--- src/rtl/password_entry_tx_pkg.sv ---
// Shared types and constants for the password entry transmitter.
// State encoding, word layout and flag values used by the top and the digit buffer.
package password_entry_tx_pkg;

    typedef enum logic [2:0] {
        IDLE     = 3'd0,
        ID_ENTRY = 3'd1,
        ID_SEND  = 3'd2,
        GAP      = 3'd3,
        PW_ENTRY = 3'd4,
        PW_SEND  = 3'd5
    } state_t;

    localparam int          DIGITS      = 4;
    localparam int          VALUE_W     = 16;
    localparam int          WORD_W      = 18;
    localparam int          COUNT_W     = 3;
    localparam logic [1:0]  FLAG_NONE   = 2'b00;
    localparam logic [1:0]  FLAG_CHANGE = 2'b01;

    // Word sent to the access controller: request flags above the 4-digit value.
    function automatic logic [WORD_W-1:0] make_word(input logic [1:0] flags,
                                                    input logic [VALUE_W-1:0] value);
        return {flags, value};
    endfunction

endpackage

--- src/rtl/password_entry_tx_entry_shift_reg.sv ---
// entry_shift_reg: 16-bit MSB-first digit buffer with a saturating digit counter.
// Digits beyond the fourth are silently dropped; clear wins over shift.
module entry_shift_reg
    import password_entry_tx_pkg::*;
(
    input  logic                 clk,
    input  logic                 rst,
    input  logic                 shift_en,
    input  logic                 clear_en,
    input  logic [3:0]           code,
    output logic [VALUE_W-1:0]   value,
    output logic [COUNT_W-1:0]   digit_count,
    output logic                 full
);

    assign full = (digit_count == COUNT_W'(DIGITS));

    always_ff @(posedge clk) begin
        if (!rst) begin
            value       <= '0;
            digit_count <= '0;
        end else if (clear_en) begin
            value       <= '0;
            digit_count <= '0;
        end else if (shift_en && !full) begin
            value       <= {value[VALUE_W-5:0], code};
            digit_count <= digit_count + COUNT_W'(1);
        end
    end

endmodule

--- src/rtl/password_entry_tx.sv ---
// password_entry_tx: collects a 4-digit ID then password words from a keypad and strobes them out.
// Optional inactivity timeout is built only when ENTRY_TIMEOUT_EN is defined.
module password_entry_tx
    import password_entry_tx_pkg::*;
#(
    parameter int GAP_CYCLES     = 2,
    parameter int TIMEOUT_CYCLES = 1000000
)
(
    input  logic                 clk,
    input  logic                 rst,
    input  logic [3:0]           key_code,
    input  logic                 key_valid,
    input  logic                 key_enter,
    input  logic                 key_clear,
    input  logic                 key_cancel,
    input  logic [1:0]           mode_sel,
    output logic [WORD_W-1:0]    data_out,
    output logic                 data_load,
    output logic [COUNT_W-1:0]   digit_count,
    output logic                 pw_phase,
    output logic                 entry_err,
    output logic                 timeout
);

    localparam logic [3:0] GAP_LAST = 4'(GAP_CYCLES - 1);

    state_t               state;
    state_t               state_next;
    logic                 shift_en;
    logic                 clear_en;
    logic                 load_word;
    logic                 err_next;
    logic [WORD_W-1:0]    word_next;
    logic [VALUE_W-1:0]   digit_buf;
    logic                 full;
    logic [3:0]           gap_cnt;
    logic                 in_entry;
    logic                 timeout_hit;

    assign in_entry = (state == ID_ENTRY) || (state == PW_ENTRY);
    assign pw_phase = (state == GAP) || (state == PW_ENTRY) || (state == PW_SEND);

    entry_shift_reg u_entry_shift_reg (
        .clk         (clk),
        .rst         (rst),
        .shift_en    (shift_en),
        .clear_en    (clear_en),
        .code        (key_code),
        .value       (digit_buf),
        .digit_count (digit_count),
        .full        (full)
    );

`ifdef ENTRY_TIMEOUT_EN
    logic [31:0] idle_cnt;
    logic        any_key;

    assign any_key     = key_valid | key_enter | key_clear | key_cancel;
    assign timeout_hit = in_entry && !any_key && (idle_cnt == 32'(TIMEOUT_CYCLES - 1));

    // Inactivity counter only runs while the user is expected to be typing.
    always_ff @(posedge clk) begin
        if (!rst) begin
            idle_cnt <= '0;
            timeout  <= 1'b0;
        end else begin
            timeout <= timeout_hit;
            if (any_key || !in_entry || timeout_hit) begin
                idle_cnt <= '0;
            end else begin
                idle_cnt <= idle_cnt + 32'd1;
            end
        end
    end
`else
    logic unused_timeout_cfg;

    assign unused_timeout_cfg = ^TIMEOUT_CYCLES;
    assign timeout_hit        = 1'b0;
    assign timeout            = 1'b0;
`endif

    always_ff @(posedge clk) begin
        if (!rst) begin
            state     <= IDLE;
            data_out  <= '0;
            data_load <= 1'b0;
            entry_err <= 1'b0;
            gap_cnt   <= '0;
        end else begin
            state     <= state_next;
            data_load <= load_word;
            entry_err <= err_next;
            if (load_word) begin
                data_out <= word_next;
            end
            if (state == GAP && state_next == GAP) begin
                gap_cnt <= gap_cnt + 4'd1;
            end else begin
                gap_cnt <= '0;
            end
        end
    end

    // The word is captured at commit so the strobe lines up with the SEND state.
    always_comb begin
        state_next = state;
        shift_en   = 1'b0;
        clear_en   = 1'b0;
        load_word  = 1'b0;
        err_next   = 1'b0;
        word_next  = data_out;

        if (key_cancel || timeout_hit) begin
            state_next = IDLE;
            clear_en   = 1'b1;
        end else begin
            case (state)
                IDLE: begin
                    if (key_clear) begin
                        clear_en = 1'b1;
                    end else if (!key_enter && key_valid) begin
                        shift_en   = 1'b1;
                        state_next = ID_ENTRY;
                    end
                end
                ID_ENTRY, PW_ENTRY: begin
                    if (key_clear) begin
                        clear_en = 1'b1;
                    end else if (key_enter) begin
                        if (full) begin
                            load_word = 1'b1;
                            if (state == ID_ENTRY) begin
                                word_next  = make_word(mode_sel, digit_buf);
                                state_next = ID_SEND;
                            end else begin
                                word_next  = make_word(FLAG_NONE, digit_buf);
                                state_next = PW_SEND;
                            end
                        end else begin
                            err_next = 1'b1;
                        end
                    end else if (key_valid) begin
                        shift_en = 1'b1;
                    end
                end
                ID_SEND, PW_SEND: begin
                    clear_en   = 1'b1;
                    state_next = GAP;
                end
                GAP: begin
                    if (gap_cnt == GAP_LAST) begin
                        state_next = PW_ENTRY;
                    end
                end
                default: begin
                    state_next = IDLE;
                end
            endcase
        end
    end

endmodule

--- config.mk ---
export PLATFORM = sky130hd
export DESIGN_NAME = password_entry_tx
export DESIGN_NICKNAME = d
export VERILOG_FILES = /design/src/rtl/password_entry_tx_pkg.sv /design/src/rtl/password_entry_tx_entry_shift_reg.sv /design/src/rtl/password_entry_tx.sv
export SDC_FILE = /design/constraint.sdc
export NUM_CORES = 1
export LEC_CHECK = 0
export BUFFER_PORTS_ARGS = -buffer_cell sky130_fd_sc_hd__buf_2
export CAP_MARGIN = 20
export CORE_MARGIN = 4
export CORE_UTILIZATION = 40
export DETAILED_ROUTE_END_ITERATION = 10
export GPL_ROUTABILITY_DRIVEN = 1
export MAX_ROUTING_LAYER = met4
export SETUP_SLACK_MARGIN = 0.3
export SLEW_MARGIN = 15
export SYNTH_ARGS = -nofsm -noshare
export SYNTH_HDL_FRONTEND = slang
export SYNTH_SLANG_ARGS = --single-unit
--- constraint.sdc ---
create_clock -name clk -period 1.87 [get_ports clk]
set_input_delay 0.2805 -clock clk [delete_from_list [all_inputs] [get_ports clk]]
set_output_delay 0.2805 -clock clk [all_outputs]
set_load 0.005 [all_outputs]
==> impl_metrics.toml, run 1 <==
[global_routing]
gr-total-overflow = 0
antenna_found_initial = 0
grt_use_total = 0.149
grt_max_degree = 37
first_global_vias = 1549
grt_first_pass_wirelength_um = 7370

[floorplan]
fp.dieArea_um2 = 6500
num_rows = 26
start_util = 0.413
coreArea_um2 = 5110
fp.dieW_um = 80.6
io_pins = 37
dieHeight_um = 80.6

[finish]
finalInstanceArea_um2 = 2580
n_antenna_cell = 0
nFillCells = 493
drive_above_1_share = 0.286
final_cell_mix = "dfxtp_1 (41), nand2_1 (35), buf_2 (35), mux2i_1 (33), o211ai_1 (23)"
instances_no_fill = 329
layout_commonest_cell = "dfxtp_1"
fin_nets = 274
area_delta_synth_final_pct = 22.3

[yosys]
syn-num-nets = 235
synth_area_um2 = 2110
yosysSeqAreaShare = 0.437
yosysWarnings = 0
synthDistinctLibCells = 44
synthArstFlopShare = 0
synth-seq-cells = 46
syn_inst = 219
synth-edff-count = 0
ys.flop_type = "dfxtp_1"
avgSynthCellArea_um2 = 9.63

[worst_setup_path]
start_kind = "register"
crit_chain = "inv_2 > ha_4 > nand4b_1 > nor4_4 > buf_4 > clkbuf_16 > mux2i_1"
critPathRequiredTime_ns = 2.10
critPathCaptureType = "register"
critPathMaxFanout = 8
arrival_ns = 1.80
worstSetupPathType = "register to register"
critical_path.slowest_cell = "dfxtp_2"
slowest_delay_ns = 0.35

[job]
max-cap-violations = 0

[sta]
clock-skew-final_ns = 0.00442
slew_violations = 0
post-route-period-util = 0.841
setup_viol = 0
finalSetupTns_ns = 0
final_hold_viol_count = 0
grt_setup_unrepaired = "yes"
fmax_ghz = 0.636
fin_crit_ns = 1.57

[clock_network]
clock-sinks = 46
path_clk_slew_ns = 0.08
clk-insertion-delay-late_ns = 0.30
htree_num_levels = 2
cts_max_path_buffers = 2
cts_hold_buf = 0
clock-root-buffer = "clkbuf_8"
numCtsBuffers = 5
cts_tree = "built"

[detailed_routing]
met3_length_um = 193
wl_per_cell_um = 13.5
firstDrtPassIters = 4
ant_nets = 0
initialDrtViolationCount = 72
dr_wl_met2_um = 1950
m1WireLength_um = 2230
vias = 1706
totalWireLength_um = 4430
drcViolationCount = 0
via_per_inst = 5.19
top_layer_used = "met4"

[placed_design]
gp_congestion = 0.783
placed_cells = 314
dpl_cell_area_um2 = 2380
hpwl_um = 2880
io_buffer_count = 35

[outcome]
status = "complete, no violations"

[power_and_ir_drop]
leakagePower_nw = 0.935
power_per_cell_area_nw_per_um2 = 644
vdd_ir_drop_max_mv = 0.314

[worst_hold_path]
hold_path.class = "primary input to register"
-- metrics by stage --
step | hold WS [ns] | util | setup slack, ns | power, mW
after floorplan | 0.432 | - | 0.304 | 1.06
after global placement | 0.443 | 0.467 | 0.275 | 1.09
after detailed placement | 0.449 | 0.467 | 0.263 | 1.09
after CTS | 0.256 | 0.486 | 0.287 | 1.69
after global routing | 0.271 | 0.505 | 0.209 | 1.74
final | 0.266 | 0.505 | 0.298 | 1.66
-- final cells by class --
cell class / count / area, um2 / share of cell area
multi-input combinational: 150 / 1120 / 0.434
sequential: 46 / 935 / 0.363
timing repair buffer: 50 / 330 / 0.128
tap: 70 / 87.6 / 0.0340
clock buffer: 6 / 72.6 / 0.0282
inverter: 5 / 18.8 / 0.00728
clock inverter: 2 / 13.8 / 0.00534
-- Yosys cell counts, drive strengths merged, types with 2 or more instances --
library cell | count | share of area
o211ai | 23 | 0.082
a21oi | 4 | 0.0095
nand2b | 2 | 0.0059
nor2b | 2 | 0.0059
xnor2 | 2 | 0.0083
a21o | 2 | 0.0071
buf | 11 | 0.034
nor4b | 2 | 0.0083
clkbuf | 7 | 0.012
nand4 | 3 | 0.0089
nor2 | 7 | 0.012
nor3b | 2 | 0.0071
nand2 | 35 | 0.062
mux2i | 33 | 0.16
nor4 | 2 | 0.0059
o31ai | 2 | 0.0071
inv | 5 | 0.0089
ha | 4 | 0.024
a22oi | 2 | 0.0071
dfxtp | 46 | 0.44
nand4b | 2 | 0.0083
o22ai | 2 | 0.0059
-- sequential cells by signal, indices dropped and copies added (netlist names) --
| signal | flops |
|---|---|
| data_out | 18 |
| u_entry_shift_reg.value | 16 |
| gap_cnt | 4 |
| state | 3 |
| u_entry_shift_reg.digit_count | 3 |
| data_load | 1 |
| entry_err | 1 |
-- where the power goes --
| part | switching, mW | internal, mW |
|---|---|---|
| clock | 0.331 | 0.264 |
| sequential | 0.00174 | 0.975 |
| combinational | 0.0529 | 0.0342 |
-- layer usage --
layer	track usage	vias up
li1	-	867
met1	0.204	801
met2	0.209	32
met3	0.0437	6
met4	0.0456	0
met5	-	-
-- critical path, delay by kind of cell, from the launching register on --
| family | cells | cell delay, ns |
|---|---|---|
| fa+ha+maj | 1 | 0.14 |
| buf+inv | 3 | 0.39 |
| flops | 1 | 0.35 |
| mux | 1 | 0.18 |
| simple gates | 2 | 0.44 |
-- final timing paths --
| kind | from | end | slack, ns | depth (start not counted) |
|---|---|---|---|---|
| worst max-delay path | u_entry_shift_reg.digit_count[0]$_SDFFE_PP0P_ | data_out[10]$_SDFFE_PN0P_ | 0.30 | 7 |
| worst min-delay path | key_code[3] | u_entry_shift_reg.value[3]$_SDFFE_PP0P_ | 0.27 | 3 |
| worst max register to register | u_entry_shift_reg.digit_count[0]$_SDFFE_PP0P_ | data_out[10]$_SDFFE_PN0P_ | 0.30 | 7 |
| worst min register to register | data_out[12]$_SDFFE_PN0P_ | data_out[12]$_SDFFE_PN0P_ | 0.46 | 2 |
-- cells by family (layout without fill, tap and decap cells) --
logic type	Yosys count	in the layout	synth area share
flops	46	46	0.437
mux	33	33	0.157
simple gates	66	66	0.164
fa+ha+maj	4	4	0.0237
buf+inv	23	63	0.0558
other cells	1	1	0.00178
compound gates	43	43	0.148
xor+xnor	3	3	0.0125
-- timing repair --
action	in CTS	in global routing
setup buffers	0	6
pin swaps	1	1
setup endpoints to repair	18	20
cloned	0	1
resized for setup	4	6
(Power assumes the default switching activity.)
==> run 2, diff against run 1 <==
==> constraint.sdc (replaced) <==
create_clock -name clk -period 1.55 [get_ports clk]
set_input_delay 0.2325 -clock clk [delete_from_list [all_inputs] [get_ports clk]]
set_output_delay 0.2325 -clock clk [all_outputs]
set_load 0.005 [all_outputs]
==> run 2 against run 1 <==
Combinational power increased by 58%. Global-route usage is 0.34 points lower. Non-clock buffer count is 11 higher. Via count grew 4.0%. Worst hold slack worse by 0.049 ns. Flip-flop and latch count stayed put. First-iteration DRC count grew 85%. Clock-buffer cell count unchanged. Sequential share of layout area shrank 2.5 points. Register-to-register slack got worse by 0.25 ns.
==> impl_metrics.toml, run 2 (synthesis gave the netlist of run 1 again) <==
[sta]
fin_crit_ns = 1.51
clock-skew-final_ns = 0.00730
setup_viol = 0
setup_ws_ns = 0.0443
fmax_ghz = 0.664
slew_violations = 0
grt_setup_unrepaired = "yes"
final_hold_viol_count = 0
post-route-period-util = 0.971

[power_and_ir_drop]
leakagePower_nw = 1.02
power_frac_comb = 0.067
p_sw_uw = 483
p_clk_frac = 0.355
pwr-share-seq = 0.577
swShare = 0.237
vdd_ir_drop_max_mv = 0.291
p_int_mw = 1.56
power_per_cell_area_nw_per_um2 = 735

[global_routing]
grt_use_total = 0.145
grt_first_pass_wirelength_um = 7220
gr-total-overflow = 0
grt_max_degree = 37
first_global_vias = 1502
antenna_found_initial = 0

[finish]
n_antenna_cell = 0
largest_register_ffs = 18
area_delta_synth_final_pct = 31.8
fin_nets = 285
largest_register = "data_out"
final_cell_mix = "dfxtp_1 (38), nand2_1 (35), buf_2 (35), mux2i_1 (32), o211ai_1 (23)"
layout_commonest_cell = "dfxtp_1"
finalCoreUtilization = 0.544
top_regs = "data_out x18, u_entry_shift_reg.value x16, gap_cnt x4"
drive_above_1_share = 0.356

[clock_network]
numCtsBuffers = 5
clk-insertion-delay-late_ns = 0.30
cts_hold_buf = 0
cts_tree = "built"
cts_max_path_buffers = 2
htree_num_levels = 2
path_clk_slew_ns = 0.09
clock-root-buffer = "clkbuf_8"
clock-sinks = 46

[floorplan]
io_pins = 37
coreArea_um2 = 5110
dieHeight_um = 80.6
fp.dieArea_um2 = 6500
num_rows = 26
fp.dieW_um = 80.6
start_util = 0.413

[worst_hold_path]
hold_start = "key_code[0]"
hold_path.class = "primary input to register"
whs_endpoint = "u_entry_shift_reg.value[0]$_SDFFE_PP0P_"
whs_path_depth = 3

[placed_design]
io_buffer_count = 35
gp_congestion = 0.785
hpwl_um = 3000
preCtsSetupSlack_ns = 0.0191

[job]
max-cap-violations = 0

[detailed_routing]
vias = 1774
top_layer_used = "met4"
wl_per_cell_um = 13.7
via_per_inst = 5.22
met3_length_um = 180
dr_wl_met2_um = 2030
drcViolationCount = 0
ant_nets = 0
initialDrtViolationCount = 133
m1WireLength_um = 2350
firstDrtPassIters = 4
totalWireLength_um = 4640

[worst_setup_path]
reg2reg_depth = 7
critPathCaptureType = "register"
arrival_ns = 1.70
critPathRequiredTime_ns = 1.75
start_kind = "register"
worstSetupPathType = "register to register"
critPathMaxFanout = 4
r2r_setup_slack_ns = 0.04
r2r_start = "u_entry_shift_reg.digit_count[1]$_SDFFE_PP0P_"
r2r-end = "state[0]$_SDFF_PN0_"

[outcome]
status = "complete, no violations"
run 2: critical path, cell delays in order, from the launching register on:
cell and delay [ns]:
dfxtp_2 0.34, inv_2 0.06, ha_4 0.14, nand4b_1 0.17
buf_4 0.19, buf_6 0.12, and3_4 0.16, o31a_1 0.22
run 2: what timing repair did:
action,4_1_cts,5_1_grt
setup buffers,3,10
pin swaps,2,1
cloned,0,2
resized for setup,8,21
setup endpoints to repair,44,44
run 2: worst max-delay path by stage:
stage,cells past startpoint,from,slack (ns),end
3_5_place_dp,6,u_entry_shift_reg.digit_count[1]$_SDFFE_PP0P_,0.02,data_out[1]$_SDFFE_PN0P_
3_3_place_gp,6,u_entry_shift_reg.digit_count[1]$_SDFFE_PP0P_,0.05,data_out[1]$_SDFFE_PN0P_
5_1_grt,7,u_entry_shift_reg.digit_count[0]$_SDFFE_PP0P_,-0.05,state[0]$_SDFF_PN0_
6_report,7,u_entry_shift_reg.digit_count[1]$_SDFFE_PP0P_,0.04,state[0]$_SDFF_PN0_
4_1_cts,6,u_entry_shift_reg.digit_count[1]$_SDFFE_PP0P_,0.01,data_out[0]$_SDFFE_PN0P_
2_1_floorplan,6,u_entry_shift_reg.digit_count[0]$_SDFFE_PP0P_,-0.02,u_entry_shift_reg.value[11]$_SDFFE_PP0P_
run 2: area by class of cell:
| class | instances | area [um2] |
|---|---|---|
| Timing Repair Buffer | 61 | 462 |
| Multi-Input combinational cell | 150 | 1190 |
| Clock inverter | 2 | 13.8 |
| Fill cell | 485 | 2330 |
| Tap cell | 70 | 87.6 |
| Sequential cell | 46 | 938 |
| Clock buffer | 6 | 72.6 |
| Inverter | 5 | 18.8 |
run 2: metrics by stage:
step                      power (mW)  instance area [um2]  instances  setup TNS [ns]  hold slack [ns]
final                           2.04                 2780        340               0            0.217
after global routing            2.14                 2780        340         -0.0493            0.206
after CTS                       2.05                 2590        328               0            0.211
after detailed placement        1.32                 2450        317               0            0.445
after global placement          1.32                 2450        317               0            0.442
after floorplan                 1.28                 2160        219          -0.161            0.384
run 2: routing by layer:
layer / GRT usage / vias up
met4: 0.0574 / 0
met3: 0.0392 / 7
met5: - / -
li1: - / 886
met1: 0.198 / 843
met2: 0.203 / 38
run 2: power by group through the flow:
stage	combinational, mW	clock (mW)	sequential [mW]
2_1_floorplan	0.0705	0	1.21
3_3_place_gp	0.110	0	1.21
3_5_place_dp	0.110	0	1.21
4_1_cts	0.113	0.755	1.18
5_1_grt	0.145	0.811	1.18
6_report	0.138	0.725	1.18
==> run 3, diff against run 2 <==
--- a/config.mk
+++ b/config.mk
@@ -16,4 +16,5 @@
 export SLEW_MARGIN = 15
 export SYNTH_ARGS = -nofsm -noshare
 export SYNTH_HDL_FRONTEND = slang
+export SYNTH_HIERARCHICAL = 1
 export SYNTH_SLANG_ARGS = --single-unit
==> run 3 against run 2 <==
Routed wire length down 2.2%. Synthesized cell count down 1.8%. Final area up 0.54%. Flip-flop and latch count unchanged. Clock power up 20%. Worst hold slack worse by 0.037 ns. Sequential share of layout area down 0.27 points. Area after synthesis up 1.2%. Global-route usage up 0.064 points. Via count down 7.7%. First-iteration DRC count down 42%. Cell count down 0.59%. Critical path type is now register to primary output. Largest cell class unchanged.
==> impl_metrics.toml, run 3 <==
[yosys]
synthArstFlopShare = 0
syn-num-nets = 231
avgSynthCellArea_um2 = 9.92
ys.flop_type = "dfxtp_1"
syn_inst = 215
synth_commonest_cells = "dfxtp_1 (46), nand2_1 (41), mux2i_1 (37), nand3b_1 (23), nor2_1 (9)"
synthDistinctLibCells = 39
synth_top_area_share = 0.432
synth_area_leaders = "dfxtp_1 (43%), mux2i_1 (17%), nand3b_1 (8.1%)"
yosysWarnings = 6
synth_area_um2 = 2130
synth-seq-cells = 46
synth.most_common_cell = "dfxtp_1"
synth-edff-count = 0
yosysSeqAreaShare = 0.432
yosys.area.top_type = "dfxtp_1"

[finish]
fin_nets = 283
n_antenna_cell = 0
drive_above_1_share = 0.343
finalCoreUtilization = 0.544
finalInstanceArea_um2 = 2790
top_regs = "data_out x18, u_entry_shift_reg/value x16, gap_cnt x4"
nFillCells = 502
final_cell_mix = "dfxtp_1 (40), nand2_1 (39), mux2i_1 (37), buf_2 (34), nand3b_1 (23)"
instances_no_fill = 338
largest_register = "data_out"
area_delta_synth_final_pct = 31.0
largest_register_ffs = 18
layout_commonest_cell = "dfxtp_1"

[power_and_ir_drop]
power_per_cell_area_nw_per_um2 = 786
leakagePower_nw = 1.13
vdd_ir_drop_max_mv = 0.354
p_total_mw = 2.20

[worst_setup_path]
worstSetupPathType = "register to primary output"
critical_path.slowest_cell = "dfxtp_4"
start_kind = "register"
slowest_delay_ns = 0.35
critPathCaptureType = "primary output"
crit_chain = "buf_6 > nor2b_4 > mux2_4 > buf_6"
critPathMaxFanout = 2
critPathRequiredTime_ns = 1.32
crit_path_frequent_cell = "buf_6"
arrival_ns = 1.24

[detailed_routing]
drcViolationCount = 0
wl_per_cell_um = 13.4
totalWireLength_um = 4540
vias = 1637
firstDrtPassIters = 4
initialDrtViolationCount = 77
ant_nets = 0
via_per_inst = 4.84

[global_routing]
antenna_found_initial = 0
grt_max_degree = 49
grt_use_total = 0.146
gr-total-overflow = 0
use_met3 = 0.0344
first_global_vias = 1535
grt_use_met2 = 0.231
grt-busiest-layer = "met2"
grt_first_pass_wirelength_um = 7270
grtUsageMet1 = 0.185

[sta]
final_hold_viol_count = 0
finalSetupTns_ns = 0
post-route-period-util = 0.951
clock-skew-final_ns = 0.00413
fmax_ghz = 0.678
setup_viol = 0
grt_setup_unrepaired = "yes"
fin_crit_ns = 1.47
slew_violations = 0

[placed_design]
io_buffer_count = 35
placed_cells = 315
hpwl_um = 2910
dpl_cell_area_um2 = 2420
gp_congestion = 0.819

[floorplan]
num_rows = 26
fp.dieW_um = 81.0
dieHeight_um = 81.0
io_pins = 37
coreArea_um2 = 5140
fp.dieArea_um2 = 6570
start_util = 0.415

[clock_network]
cts_tree = "built"
clock-root-buffer = "clkbuf_8"
clk-insertion-delay-late_ns = 0.29
numCtsBuffers = 5
path_clk_slew_ns = 0.09
cts_max_path_buffers = 2
clock-sinks = 46
htree_num_levels = 2

[job]
max-cap-violations = 0

[outcome]
status = "complete, no violations"

[worst_hold_path]
hold_path.class = "primary input to register"
-- run 3: final cells by class --
cell class,count,area [um2],share of cell area
inverter,4,15.0,0.00537
clock buffer,7,76.3,0.0273
tap,70,87.6,0.0313
clock inverter,1,30.0,0.0107
multi-input combinational,148,1130,0.403
sequential,46,936,0.335
timing repair buffer,62,523,0.187
-- run 3: final timing paths --
check        slack, ns                     start                                        to  cells after the start
max               0.08       state[0]$_SDFF_PN0_                                  pw_phase                      4
min               0.18               mode_sel[0]                 data_out[16]$_SDFFE_PN0P_                      3
max reg2reg       0.09       state[0]$_SDFF_PN0_  u_entry_shift_reg/value[13]$_SDFFE_PP0P_                      6
min reg2reg       0.46  data_out[2]$_SDFFE_PN0P_                  data_out[2]$_SDFFE_PN0P_                      2
-- run 3: cells by family after synthesis --
logic type	share of synthesized area
compound gates	0.0428
xor+xnor	0.0123
fa+ha+maj	0.0235
buf+inv	0.0721
flops	0.432
mux	0.179
other cells	0.00176
simple gates	0.237
-- run 3: stage by stage --
step | setup slack, ns | hold WS [ns]
after CTS | 0.0790 | 0.178
after floorplan | 0.0177 | 0.351
after detailed placement | 0.0145 | 0.448
final | 0.0759 | 0.181
after global routing | 0.0328 | 0.181
after global placement | 0.0562 | 0.441
-- run 3: timing repair --
item                       CTS  global route
buffers inserted             9             3
hold buffers                 0             0
setup endpoints to repair   43            44
pin swaps                    5             4
cloned                       2             1
gates resized for setup     21             6
-- run 3: routing by layer --
layer / share of wire / vias to the layer above
met4: 0.010 / 0
li1: - / 841
met2: 0.48 / 25
met1: 0.47 / 766
met5: 0 / -
met3: 0.043 / 5
-- run 3: critical path: cells and delay by family, from the launching register on --
kind / cells / cell delay (ns)
DFF: 1 / 0.35
muxes: 1 / 0.26
and+or+nand+nor: 1 / 0.11
buffers and inverters: 2 / 0.23
-- run 3: power breakdown --
| group | internal (mW) | switching, mW |
|---|---|---|
| combinational | 0.0800 | 0.0695 |
| clock | 0.483 | 0.387 |
| sequential | 1.18 | 0.000921 |
| total | 1.74 | 0.458 |
